**config.mk**
```make
export PLATFORM = sky130hd
export DESIGN_NAME = ab_stop_seq_gen
export DESIGN_NICKNAME = d
export VERILOG_FILES = /design/src/rtl/ab_stop_seq_pkg.sv /design/src/rtl/ab_stop_seq_gen.sv
export SDC_FILE = /design/constraint.sdc
export NUM_CORES = 1
export LEC_CHECK = 0
export CORE_MARGIN = 2
export CORE_UTILIZATION = 50
export CTS_CLUSTER_DIAMETER = 200
export CTS_CLUSTER_SIZE = 28
export DETAILED_ROUTE_END_ITERATION = 8
export GPL_ROUTABILITY_DRIVEN = 0
export MAX_ROUTING_LAYER = met4
export PLACE_DENSITY = 0.75
export SYNTH_ARGS = -nofsm -noshare
export SYNTH_HDL_FRONTEND = slang
export SYNTH_SLANG_ARGS = --single-unit
```
**constraint.sdc**
```tcl
create_clock -name clk -period 2.2 [get_ports clk]
set_input_delay 0.33 -clock clk [delete_from_list [all_inputs] [get_ports clk]]
set_output_delay 0.33 -clock clk [all_outputs]
set_load 0.02 [all_outputs]
```
**src/rtl/ab_stop_seq_pkg.sv**
```systemverilog
// rtl/ab_stop_seq_pkg.sv - shared state, offset type and default limits for the start/a/b/stop generator
`timescale 1ns/1ps
package ab_stop_seq_pkg;

  localparam int OFF_W_D    = 2;
  localparam int A_MIN_D    = 1;
  localparam int A_MAX_D    = 2;
  localparam int STOP_MIN_D = 2;
  localparam int STOP_MAX_D = 3;

  typedef logic [OFF_W_D-1:0] off_t;

  typedef enum logic [1:0] {
    IDLE  = 2'd0,
    START = 2'd1,
    WIN   = 2'd2,
    DONE  = 2'd3
  } seq_state_e;

endpackage

```
**src/rtl/ab_stop_seq_gen.sv**
```systemverilog
// rtl/ab_stop_seq_gen.sv - start/a/b/stop transaction generator; AB_STOP_SEQ_GEN_ERR_INJ_EN generates illegal offsets
`timescale 1ns/1ps
module ab_stop_seq_gen
  import ab_stop_seq_pkg::*;
#(
  parameter int OFF_W    = OFF_W_D,
  parameter int A_MIN    = A_MIN_D,
  parameter int A_MAX    = A_MAX_D,
  parameter int STOP_MIN = STOP_MIN_D,
  parameter int STOP_MAX = STOP_MAX_D
) (
  input  logic             clk,
  input  logic             rst,
  input  logic             req,
  input  logic [OFF_W-1:0] a_off,
  input  logic [OFF_W-1:0] stop_off,
  output logic             start,
  output logic             b,
  output logic             a,
  output logic             stop,
  output logic             busy,
  output logic             done,
  output logic             cfg_err
);

  seq_state_e       state, state_n;
  logic [OFF_W-1:0] cnt, cnt_n;
  logic [OFF_W-1:0] a_lat, stop_lat, end_lat;
  logic             legal, take, accept, reject;

  // Widen to 32 bits so range checks against the int limits stay non-constant.
  assign legal = (32'(a_off) >= A_MIN) && (32'(a_off) <= A_MAX) &&
                 (32'(stop_off) >= STOP_MIN) && (32'(stop_off) <= STOP_MAX) &&
                 (a_off == stop_off);

`ifdef AB_STOP_SEQ_GEN_ERR_INJ_EN
  assign take = (a_off != '0) && (stop_off != '0);
`else
  assign take = legal;
`endif

  always_ff @(posedge clk or posedge rst) begin
    if (rst) state <= IDLE;
    else     state <= state_n;
  end

  always_comb begin
    state_n = state;
    cnt_n   = cnt;
    accept  = 1'b0;
    reject  = 1'b0;
    case (state)
      IDLE: begin
        if (req) begin
          if (take) begin
            accept  = 1'b1;
            state_n = START;
            cnt_n   = '0;
          end else begin
            reject = 1'b1;
          end
        end
      end
      START: begin
        state_n = WIN;
        cnt_n   = '0;
      end
      WIN: begin
        if (cnt == end_lat) state_n = DONE;
        else                cnt_n   = cnt + 1'b1;
      end
      DONE:    state_n = IDLE;
      default: state_n = IDLE;
    endcase
  end

  // Outputs are registered from the next state so each lines up with its cycle.
  always_ff @(posedge clk or posedge rst) begin
    if (rst) begin
      cnt      <= '0;
      a_lat    <= '0;
      stop_lat <= '0;
      end_lat  <= '0;
      start    <= 1'b0;
      b        <= 1'b0;
      a        <= 1'b0;
      stop     <= 1'b0;
      busy     <= 1'b0;
      done     <= 1'b0;
      cfg_err  <= 1'b0;
    end else begin
      cnt <= cnt_n;
      if (accept) begin
        a_lat    <= a_off;
        stop_lat <= stop_off;
        end_lat  <= (a_off > stop_off) ? a_off : stop_off;
      end
      start   <= (state_n == START);
      b       <= (state_n == WIN);
      a       <= (state_n == WIN) && (cnt_n == a_lat);
      stop    <= (state_n == WIN) && (cnt_n == stop_lat);
      busy    <= (state_n != IDLE);
      done    <= (state_n == DONE);
      cfg_err <= reject || (accept && !legal);
    end
  end

endmodule

```
==> impl_metrics.csv <==
group,metric,value,unit
worst_setup_path,slowest_stage,"clkdlybuf4s50_1",
floorplanning,coreArea,1560,µm²
final_layout,n_antenna_cell,0,
place,dpl_cell_area,1040,µm²
timing,tightest_slew,633,ps
flow_run,maxCapViolations,0,
floorplanning,num_rows,14,
timing,fin_setup_tns,0,ps
timing,clock.fmax,0.504,GHz
worst_setup_path,max_stage_delay,470,ps
worst_setup_path,cp.depth,8,
floorplanning,die_width,45.4,µm
logic_synthesis,synth_warnings,0,
timing,min_period,1980,ps
logic_synthesis,syn_avg_cell_area,11.4,µm²
logic_synthesis,yosys-top-cells-count,"dfrtp_1 (17), inv_1 (10), ha_1 (5)",
place,placedCellCount,108,
clocking,clk_pin_slew_worst_paths,110,ps
detailed_routing,wl,1500,µm
logic_synthesis,synth-edff-count,0,
logic_synthesis,netlist_area,856,µm²
timing,rsz0062_at_grt,"no",
grt,grt_use_total,19.4,%
final_layout,finalNonFillerCells,112,
logic_synthesis,syn_nets,87,
final_layout,area_delta_synth_final,24.6,%
clocking,clkLatencyLatePin,290,ps
logic_synthesis,yosysTopAreaCellShare,49.7,%
final_layout,fin_nets,109,
timing,relSlewSlack,57.7,%
worst_setup_path,cp.required,2390,ps
detailed_routing,vias,584,
power,power_density,1450,nW/µm²
logic_synthesis,synth.distinct_cells,29,
logic_synthesis,ys_top_cells_by_area,"dfrtp_1 (50%), ha_1 (7.3%), inv_1 (4.4%), xor2_1 (4.1%), mux2_2 (2.6%)",
worst_setup_path,worstPathArrival,2170,ps
worst_hold_path,hold_path_class,"in2async",
worst_setup_path,crit_buf_inv,2,
final_layout,final_layout_size_suffix_gt1_share,22.9,%
clocking,cts_tree,"yes",
worst_setup_path,cp_top_family,"buffers and inverters",
timing,finalHoldViolations,0,
clocking,clock-sinks,17,
final_layout,fin_area,1070,µm²
worst_setup_path,worst-setup-path-type,"in2reg",
timing,finalCritPeriodShare,90.1,%
place,port_buffers,13,
worst_setup_path,rr_endpoint,"stop",
detailed_routing,drtPass1Iterations,4,
clocking,cts_inserted_buffers,3,
logic_synthesis,synth_top_area_cell,"dfrtp_1",
worst_setup_path,critical_path.max_fanout,3,
floorplanning,die_h,45.4,µm
timing,maxSlewViolCount,0,
grt,grt_pass1_wl,2680,µm
floorplanning,dieArea,2060,µm²
power,p_total,1540,µW
clocking,clk_path_buf_depth,2,
grt,antenna_found_initial,0,
clocking,clock-root-buffer,"clkbuf_4",
timing,finClkSkew,8.20,ps
worst_setup_path,r2r_cells,7,
logic_synthesis,async_flop_share,100,%
clocking,hold_buffers,0,
clocking,postCtsSetupBuffers,0,
clocking,htree_levels,1,
worst_setup_path,cp-end-kind,"flop",
logic_synthesis,synth_cells,75,
worst_setup_path,worstSetupStartpoint,"a_off[0]",
worst_setup_path,rrSetupSlack,280,ps
place,hpwl,1130,µm
grt,grt_max_degree,18,
logic_synthesis,synth_seq_area_share,49.7,%
worst_setup_path,start_kind,"input port",
logic_synthesis,synth_seq_cells,17,
worst_setup_path,crit_path_cell_trace,"clkdlybuf4s50_1, inv_1, ha_1, and3_1, a31o_4, a41oi_2, xor2_1, nor4_1",
detailed_routing,drt_iter0_markers,5,
power,vdd_drop_max,828,µV
detailed_routing,viasPerCell,5.21,
detailed_routing,drc,0,
grt,globalRouteOverflowTotal,0,
logic_synthesis,synth.most_common_cell,"dfrtp_1",
floorplanning,initial_core_util,54.9,%
power,power.leakage,0.000526,µW
timing,setup_viol,0,
floorplanning,ioPinCount,14,
logic_synthesis,synth_flop_cell,"dfrtp_1",
worst_setup_path,r2r-start,"state[0]",
grt,first_global_vias,576,
detailed_routing,drtAntennaViolNets,0,
detailed_routing,wl_per_cell,13.4,µm
run_status,outcome,"finished, final reports clean",
worst_setup_path,cp-endpoint,"stop",
clocking,ctsResizeCount,0,
## how the worst min path moves through the flow
stage                             end   startpoint  cells after the start
after global routing           cnt[1]          rst                      2
final                          cnt[1]          rst                      2
after global placement    stop_lat[1]  stop_lat[1]                      1
after floorplan                     a          rst                      1
after detailed placement  stop_lat[1]  stop_lat[1]                      1
after CTS                    a_lat[1]          rst                      2
## area by class of cell
class | count | area [µm²]
fillers | 125 | 493
clock inverters | 1 | 5.00
clock buffers | 3 | 22.5
repair buffers | 18 | 168
well taps | 16 | 20.0
multi-input cells | 46 | 384
flip-flops and latches | 17 | 425
inverters | 11 | 41.3
## through the flow
step                util [%]  setup slack, ps  hold WS, ps
global placement        66.6            -80.1          487
finish                  68.4              217          404
floorplan                  -              517          256
CTS                     68.4              206          423
global route            68.4             81.8          478
detailed placement      66.6            -99.2          489
## power breakdown
| group | internal (µW) | switching (µW) | total, µW |
|---|---|---|---|
| combinational | 404 | 417 | 822 |
| clock | 67.6 | 102 | 169 |
| sequential | 450 | 103 | 553 |
| total | 922 | 622 | 1540 |
## sequential cells by signal, indices dropped and copies added (netlist names)
register  flops
start         1
stop          1
cnt           2
done          1
busy          1
end_lat       2
a             1
a_lat         2
state         2
stop_lat      2
b             1
cfg_err       1
## logic make-up after synthesis
logic type | Yosys count | share of synthesized area, %
multiplexers | 4 | 4.97
XOR/XNOR | 7 | 8.04
AND/OR/NAND/NOR | 19 | 12.0
buffers and inverters | 12 | 5.41
adder cells (fa/ha/maj) | 5 | 7.31
flip-flops | 17 | 49.7
AO/OA/AOI/OAI | 11 | 12.6
## metal layers
layer  track usage (%)  routed length [µm]  vias to the layer above  share of wire [%]
met5                 -                   0                        -                  0
met4              8.82                  12                        0               0.80
met3              3.57                  29                        2                1.9
met2              30.3                 763                        9                 51
met1              24.7                 696                      287                 46
li1                  -                   -                      286                  -
## cells in the final DEF (no fill, tap or decap), drive strengths merged, types with 2 or more instances in the layout
cell type,synthesis,final
buf,1,5
nor4,2,2
and2,2,2
and3,2,2
dfrtp,17,17
or2,2,2
nand2,4,4
mux2i,2,2
clkbuf,0,3
ha,5,5
xnor2,2,2
inv,11,11
a41oi,2,2
o21ai,4,4
clkdlybuf4s50,0,13
nor2,4,4
mux2,2,2
xor2,5,5
Note: power is estimated with default switching activity, not from simulation.
